$ cat src/rtl/ram_4x4.sv
// Small register-file RAM: synchronous write, registered write-first read,
// synchronous reset that clears every word and the read register.
module ram_4x4 #(
  parameter int DATA_WIDTH = 4,
  parameter int ADDR_WIDTH = 2
) (
  input  logic                  clk,
  input  logic                  rst,
  input  logic                  we,
  input  logic [ADDR_WIDTH-1:0] addr,
  input  logic [DATA_WIDTH-1:0] din,
  output logic [DATA_WIDTH-1:0] dout
);

  localparam int unsigned DEPTH = 2 ** ADDR_WIDTH;

  logic [DATA_WIDTH-1:0] mem [DEPTH];

  always_ff @(posedge clk) begin
    if (rst) begin
      for (int unsigned i = 0; i < DEPTH; i++) begin
        mem[i] <= '0;
      end
      dout <= '0;
    end else if (we) begin
      // write-first: the read port returns the word being written
      mem[addr] <= din;
      dout      <= din;
    end else begin
      dout <= mem[addr];
    end
  end

endmodule

$ cat config.mk
export PLATFORM = sky130hd
export DESIGN_NAME = ram_4x4
export DESIGN_NICKNAME = d
export VERILOG_FILES = /design/src/rtl/ram_4x4.sv
export SDC_FILE = /design/constraint.sdc
export NUM_CORES = 1
export LEC_CHECK = 0
export ABC_AREA = 1
export BUFFER_PORTS_ARGS = -buffer_cell sky130_fd_sc_hd__clkbuf_2
export CORE_MARGIN = 3
export CORE_UTILIZATION = 53
export CTS_CLUSTER_SIZE = 8
export DETAILED_ROUTE_END_ITERATION = 8
export GPL_ROUTABILITY_DRIVEN = 1
export GPL_TIMING_DRIVEN = 0
export PLACE_DENSITY = 0.75
export SYNTH_ARGS = -nofsm -noshare
export SYNTH_HDL_FRONTEND = slang
export SYNTH_SLANG_ARGS = --single-unit
$ cat constraint.sdc
create_clock -name clk -period 1.03 [get_ports clk]
set_input_delay 0 -clock clk [delete_from_list [all_inputs] [get_ports clk]]
set_output_delay 0 -clock clk [all_outputs]
set_load 0.05 [all_outputs]
### Yosys cells after proc, flatten, opt, wreduce, memory -nomap -nowiden

Memories as Yosys holds them, arrays and structs flattened. A register that Yosys moved wholly into a read port is not among the register bits.
Index checks and enable logic that the tools add are counted.

* flip-flop bits (word level): 0
* bits in writable memories: 16
* input bits: 9
* output and inout bits: 4
* word-level logic and storage cells: 10
* memories kept: 1

* mux-type cells: 8
* reduce and logical (&&, ||, !) cells: 1

Memory list
* mem: words 4, bits a word 4, rd ports 1, clocked after Yosys merged registers in 1, wr ports 4, line 17 `logic [DATA_WIDTH-1:0] mem [DEPTH];`

Operators with widths (count)
* two-way mux 1 bit: 6
* two-way mux 4 bit: 1
* OR reduction 4 bit: 1
* two-way mux 2 bit: 1

### Logic depth before layout (Yosys ltp)

Gate-level depths: netlist of the first run.

* depth after elaboration: 5
* mapped depth: 5
* depth with buffers taken out: 5

### Worst setup path after synthesis of the first run

OpenSTA, ideal clock, no wires.

* path kind: input port to flip-flop
* start: input port rst
* end: memory mem[3][0] (enable)
* data arrival time: 0.527 ns
* setup slack: 0.142 ns
* cell stages on the path: 4
* path buffers: 0
* cell sequence: inv_2 -> nand2_4 -> nor2_1 -> nor3_1

RTL lines
* from (decl): line 8 `input logic rst,`
* to (decl): line 17

### Worst setup path in the final report of the first run

* start: register dout[1] (read register of mem)
* end: output port dout[1]

RTL lines
* from (decl): line 12 `output logic [DATA_WIDTH-1:0] dout`

No word-level cell between the ends.

==> results by group, run 1 <==
Logic synthesis
  • Mapped cell area: 877.1 um2
  • Top-count cell post-synth: nand2_1
  • Synth top area cells: edfxtp_1, nand2_1, dfxtp_1
  • Post-synth top cells: nand2_1, edfxtp_1, nor2_1
  • Async SR Flop Fraction: 0%
  • Area share of the largest cell type after synthesis: 54.78%
  • Largest area contributor in the netlist: edfxtp_1
  • Synth Area per Inst: 9.534 um2
  • #FFs+latches synth: 20
  • Yosys Warn Count: 0
  • Syn_nets: 101
  • Main flop type after synthesis: edfxtp_1
  • EDFF count, synth: 16
  • Mapped Cells: 92
  • Number of distinct library cells after synthesis: 12
  • Sequential-to-total area share from yosys stat: 63.91%

STA
  • Setup_tns: 0 ps
  • Post-layout min period: 909.0 ps
  • Max Freq: 1100 MHz
  • Hold Slack: 59.13 ps
  • Final period util: 88.25%
  • RSZ-0062 raised after global routing: false
  • Slew Viols, Final: 0
  • Clock skew: 1.287 ps
  • Slew margin rel.: 59.12%
  • Least-Margin Pin Slew: 608.5 ps
  • # setup viols final: 0
  • Final hold vios: 0

Critical path
  • Crit-path max cell delay: 330 ps
  • CP startpoint kind: flip-flop
  • CP Capture Type: output pin
  • CP cell instances: clkbuf_2
  • CP Buf/Inv Count: 1
  • Worst path slowest cell: dfxtp_1
  • CP arrival: 910 ps
  • Max FO, Critical Path: 1
  • CP delay by family, top: flip-flops
  • Crit Path Class: flip-flop to output pin
  • Required @ worst endpoint: 1030 ps

Drt
  • Vias per std cell: 5.102
  • Routed wl met3: 97 um
  • DRC violations left: 0
  • Wirelength per Cell: 13.11 um
  • Top Metal Used: met4
  • Pre-Repair DR Iteration Count: 4
  • Detailed Route Iter0 Violations: 23
  • Post-Route M1 WL: 745 um
  • Total Wirelength: 1.678 mm
  • Final ANT Viol Nets: 0
  • Met2 wire length: 802 um
  • Total vias in the final route: 653

Hold path
  • Hold Crit Class: input port to flip-flop

Clocking
  • TritonCTS clock tree: done
  • H-Tree Level Count: 1
  • Total CTS buffers: 3
  • CTS Root Cell: clkbuf_4
  • Clock-pin slew on the worst setup and hold paths: 100 ps
  • Clk buf depth: 2
  • CTS Sinks: 20
  • Worst-Skew Late Latency: 300 ps

Pwr
  • Peak VDD IR: 1.055 mV
  • Leakage: 0.5037 nW
  • Power per cell area: 1574 nW/um2
  • Total power: 1.626 mW

Floorplan
  • Num rows: 14
  • Die Height: 46.68 um
  • Die X: 46.68 um
  • Die area: 2179 um2
  • Core Area: 1524 um2
  • Top Ports: 13
  • Initial Util: 57.55%

Finish
  • Fraction of layout cells with a size suffix above 1: 21.43%
  • Core Util, Final: 67.82%
  • Nets: 122
  • Area Growth Syn to Fin: 17.83%
  • Diode count: 0
  • Design area: 1033 um2
  • # fillers: 120

Run status
  • Status: finished clean

Global routing
  • Gr ovfl total: 0
  • First-pass GRT wire length: 2.656 mm
  • Number of global-route vias before repair: 632
  • Largest net degree at the start of global routing: 12
  • Total GRT Usage: 17.98%
  • Initial antenna violation count: 0

Place
  • Placed cell areas: 957.2 um2
  • Gpl congestion: 0.8273
  • Post-DP HPWL: 1.179 mm
  • Buffers added on ports: 12

Job
  • Max Cap Violations: 0
-- layout by cell type (no fill, tap or decap), types with 3 or more instances in the layout --
master         instances
nor2_1                14
nand2_2                3
inv_1                 10
clkbuf_4               3
dfxtp_1                4
nand3_1               12
nand2_1               27
edfxtp_1              16
clkbuf_2              12
dlygate4sd3_1          4
-- timing repair --
action,4_1_cts,5_1_grt
buffers inserted,0,0
hold buffers,4,0
hold endpoints to repair,5,0
endpoints found under the setup margin,0,0
resized for setup,0,0
-- where the power goes --
group	internal [mW]	leakage [nW]	switching, mW
Clock	0.216	0.0210	0.232
Sequential	0.939	0.189	0.0201
Combinational	0.0668	0.294	0.153
-- path summary, 6_finish.rpt --
check / slack (ps) / start / cells past startpoint / end
setup / recovery: 120 / dout[1]$_SDFF_PP0_ / 1 / dout[1]
hold / removal: 60 / rst / 4 / dout[3]$_SDFF_PP0_
setup reg to reg: 230 / mem[1][0]$_SDFFCE_PN0P_ / 4 / dout[0]$_SDFF_PP0_
hold reg to reg: 590 / mem[2][3]$_SDFFCE_PN0P_ / 4 / dout[3]$_SDFF_PP0_
-- through the flow --
stage / instances / worst slack, ps
final: 128 / 121.0
after global routing: 128 / 57.14
after CTS: 128 / 107.5
after detailed placement: 120 / -159.5
after global placement: 120 / -132.8
after floorplan: 92 / 141.7
-- metal layers --
layer,GRT usage (%),vias to the layer above
li1,-,333
met1,23.51,294
met2,29.12,21
met3,2.344,5
met4,8.840,0
met5,0,-
-- area by class of cell --
cell class | instances | area [um2] | share of cell area [%]
buffer | 1 | 11.26 | 1.090
clock buffer | 4 | 36.28 | 3.511
inverter | 12 | 45.04 | 4.358
multi-input combinational | 59 | 260.3 | 25.18
sequential | 20 | 560.5 | 54.24
tap | 16 | 20.02 | 1.937
timing repair buffer | 16 | 100.1 | 9.685
-- logic make-up (layout without fill, tap and decap cells) --
kind of cell           after synthesis  after routing  synth area share (%)
buffers and inverters               13             33                 6.420
and+or+nand+nor                     59             59                 29.67
DFF                                 20             20                 63.91
-- sequential cells by signal (all words and copies together) (netlist names) --
| signal | flops |
|---|---|
| mem | 16 |
| dout | 4 |
No activity file was read; power rests on OpenSTA's default activity.
==> run 2, diff against run 1 <==
--- a/config.mk
+++ b/config.mk
@@ -5,7 +5,6 @@
 export SDC_FILE = /design/constraint.sdc
 export NUM_CORES = 1
 export LEC_CHECK = 0
-export ABC_AREA = 1
 export BUFFER_PORTS_ARGS = -buffer_cell sky130_fd_sc_hd__clkbuf_2
 export CORE_MARGIN = 3
 export CORE_UTILIZATION = 53
==> run 2 against run 1 <==
Against the previous run: global-route usage down 2.7 points; synthesized cell count is 30% lower; die area is 2.2% higher; core utilization is 3.6 points lower; clock power is 19% lower; first-iteration DRC count decreased by 78%; sequential cell count unchanged; via count shrank 18%; cell area down 3.1%; critical path type is now input port to flip-flop; critical endpoint is now mem[0][0]$_SDFFCE_PN0P_; largest power group unchanged; highest routed layer unchanged.
==> results by group, run 2 <==
Floorplan
  • Die X: 47.20 um (was 46.68 um)
  • Num rows: 14 (unchanged)
  • Initial Util: 57.70% (was 57.55%)
  • Die area: 2228 um2 (was 2179 um2)
  • Core Area: 1559 um2 (was 1524 um2)
  • Die Height: 47.20 um (was 46.68 um)
  • Top Ports: 13 (unchanged)

Drt
  • DRC violations left: 0 (unchanged)
  • Vias per std cell: 5.642 (was 5.102)
  • Final ANT Viol Nets: 0 (unchanged)
  • Total vias in the final route: 536 (was 653)
  • Wirelength per Cell: 14.71 um (was 13.11 um)
  • Total Wirelength: 1.397 mm (was 1.678 mm)
  • Detailed Route Iter0 Violations: 5 (was 23)
  • Pre-Repair DR Iteration Count: 4 (unchanged)

Clocking
  • Worst-Skew Late Latency: 290 ps (was 300 ps)
  • Clock-pin slew on the worst setup and hold paths: 110 ps (was 100 ps)
  • TritonCTS clock tree: done (unchanged)
  • Post-CTS resize count: 0 (unchanged)
  • Clk buf depth: 2 (unchanged)
  • Post-CTS Setup Bufs: 0 (unchanged)
  • Total CTS buffers: 3 (unchanged)
  • H-Tree Level Count: 1 (unchanged)
  • CTS Hold Bufs: 0 (was 4)
  • CTS Sinks: 20 (unchanged)
  • CTS Root Cell: clkbuf_4 (unchanged)

STA
  • Max Freq: 1084 MHz (was 1100 MHz)
  • Hold Slack: 26.26 ps (was 59.13 ps)
  • Clock skew: 8.868 ps (was 1.287 ps)
  • Slew margin rel.: 74.70% (was 59.12%)
  • RSZ-0062 raised after global routing: false (unchanged)
  • Slew Viols, Final: 0 (unchanged)
  • Final period util: 89.60% (was 88.25%)
  • # setup viols final: 0 (unchanged)
  • Post-layout min period: 922.9 ps (was 909.0 ps)
  • Least-Margin Pin Slew: 378.5 ps (was 608.5 ps)
  • Final hold vios: 0 (unchanged)
  • Setup_tns: 0 ps (unchanged)

Global routing
  • Largest net degree at the start of global routing: 12 (unchanged)
  • Total GRT Usage: 15.24% (was 17.98%)
  • Initial antenna violation count: 0 (unchanged)
  • Gr ovfl total: 0 (unchanged)
  • Number of global-route vias before repair: 527 (was 632)
  • First-pass GRT wire length: 2.297 mm (was 2.656 mm)

Hold path
  • Hold Crit Class: input port to flip-flop (unchanged)
  • Hold Crit Start: we (was rst)
  • Sink of the worst hold path: dout[0]$_SDFF_PP0_ (was dout[3]$_SDFF_PP0_)
  • Hold path cells: 3 (was 4)

Finish
  • Nets: 89 (was 122)
  • Most frequent cells in the layout: edfxtp_1, and2_1, clkbuf_2, mux2i_1 (was nand2_1, edfxtp_1, nor2_1, nand3_1, clkbuf_2)
  • Max FFs per register: 16 (unchanged)
  • Most common cell after layout, fill and taps aside: edfxtp_1 (was nand2_1)
  • Largest regs: mem: 16 flops, dout: 4 flops (unchanged)
  • Biggest register: mem (unchanged)
  • Area Growth Syn to Fin: 11.27% (was 17.83%)
  • # fillers: 135 (was 120)
  • Fraction of layout cells with a size suffix above 1: 29.11% (was 21.43%)
  • Diode count: 0 (unchanged)

Logic synthesis
  • Area share of the largest cell type after synthesis: 53.41% (was 54.78%)
  • Post-synth top cells: edfxtp_1, and2_1, mux2i_1 (was nand2_1, edfxtp_1, nor2_1)
  • Main flop type after synthesis: edfxtp_1 (unchanged)
  • #FFs+latches synth: 20 (unchanged)
  • Yosys Warn Count: 0 (unchanged)
  • EDFF count, synth: 16 (unchanged)
  • Synth top area cells: edfxtp_1, dfxtp_1, mux2i_1 (was edfxtp_1, nand2_1, dfxtp_1)
  • Synth Area per Inst: 14.06 um2 (was 9.534 um2)
  • Async SR Flop Fraction: 0% (unchanged)
  • Syn_nets: 73 (was 101)
  • Mapped cell area: 899.6 um2 (was 877.1 um2)
  • Top-count cell post-synth: edfxtp_1 (was nand2_1)
  • Number of distinct library cells after synthesis: 16 (was 12)
  • Sequential-to-total area share from yosys stat: 62.31% (was 63.91%)
  • Largest area contributor in the netlist: edfxtp_1 (unchanged)
  • Mapped Cells: 64 (was 92)

Critical path
  • CP Launch Point: addr[0] (was dout[1]$_SDFF_PP0_)
  • Worst R2R Path Depth: 2 (was 4)
  • FF-to-FF setup slack: 200 ps (was 230 ps)
  • Required @ worst endpoint: 1040 ps (was 1030 ps)
  • Worst r2r src: mem[1][3]$_SDFFCE_PN0P_ (was mem[1][0]$_SDFFCE_PN0P_)
  • FF-to-FF End: dout[3]$_SDFF_PP0_ (was dout[0]$_SDFF_PP0_)
  • CP arrival: 940 ps (was 910 ps)
  • Max FO, Critical Path: 10 (was 1)
  • CP Capture Type: flip-flop (was output pin)
  • CP startpoint kind: input port (was flip-flop)
  • Crit Path Class: input port to flip-flop (was flip-flop to output pin)

Place
  • Buffers added on ports: 11 (was 12)
  • Gpl congestion: 0.7095 (was 0.8273)
  • Post-DP HPWL: 1.067 mm (was 1.179 mm)

Pwr
  • Peak VDD IR: 0.7553 mV (was 1.055 mV)
  • Total power: 1.506 mW (was 1.626 mW)
  • Leakage: 0.4255 nW (was 0.5037 nW)
  • Power per cell area: 1505 nW/um2 (was 1574 nW/um2)

Run status
  • Status: finished clean (unchanged)

Job
  • Max Cap Violations: 0 (unchanged)
-- run 2: cell types whose count changed in the layout (fill, tap and decap cells not counted), sizes merged, moves of 2 or more --
cell,previous run,this run
and4bb,0,2
nor2,15,0
buf,1,3
nand3,12,0
or2,0,3
mux2i,0,8
dlygate4sd3,4,0
o221ai,0,4
and2,0,12
nand3b,0,4
nand2,31,0
inv,12,4
-- run 2: worst max-delay path by stage --
| stage | endpoint |
|---|---|
| finish | mem[0][0]$_SDFFCE_PN0P_ |
| detailed placement | mem[0][1]$_SDFFCE_PN0P_ |
| global route | mem[0][2]$_SDFFCE_PN0P_ |
| global placement | mem[0][0]$_SDFFCE_PN0P_ |
| CTS | mem[0][0]$_SDFFCE_PN0P_ |
| floorplan | mem[0][0]$_SDFFCE_PN0P_ |
-- run 2: cells by family after synthesis --
family / share of synthesized area (%)
compound gates: 4.868
buf+inv: 4.033
flops: 62.31
mux: 8.902
simple gates: 19.89
-- run 2: area by class of cell --
cell class / instances / area, um2 / area share (%)
buffer: 3 / 21.27 / 2.125
clock buffer: 4 / 26.28 / 2.625
inverter: 4 / 15.01 / 1.500
multi-input combinational: 37 / 302.8 / 30.25
sequential: 20 / 560.5 / 56.00
tap: 16 / 20.02 / 2.000
timing repair buffer: 11 / 55.05 / 5.500
-- run 2: metrics by stage --
stage               std cells  area, um2  setup slack [ps]  utilization [%]
global placement           91      974.7            -217.3            62.52
floorplan                  64      899.6             53.61                -
finish                     95       1001             107.1            64.21
detailed placement         91      974.7            -237.2            62.52
CTS                        95       1001             88.54            64.21
global route               95       1001             64.28            64.21
-- run 2: worst max-delay path: stages --
cell	delay (ps)
clkbuf_2	90
buf_2	210
nor4b_2	390
or2_2	240
-- run 2: metal layers --
metal  vias to the layer above  GRT usage (%)  wire length, um
met4                         0          6.630               14
met5                         -              0                0
met1                       258          18.80              641
met2                         9          25.20              687
li1                        267              -                -
met3                         2          3.831               53
-- run 2: where the power goes --
part | switching, mW | leakage [nW] | internal (mW)
combinational | 0.123 | 0.222 | 0.0702
clock | 0.214 | 0.0150 | 0.150
sequential | 0.0143 | 0.189 | 0.934
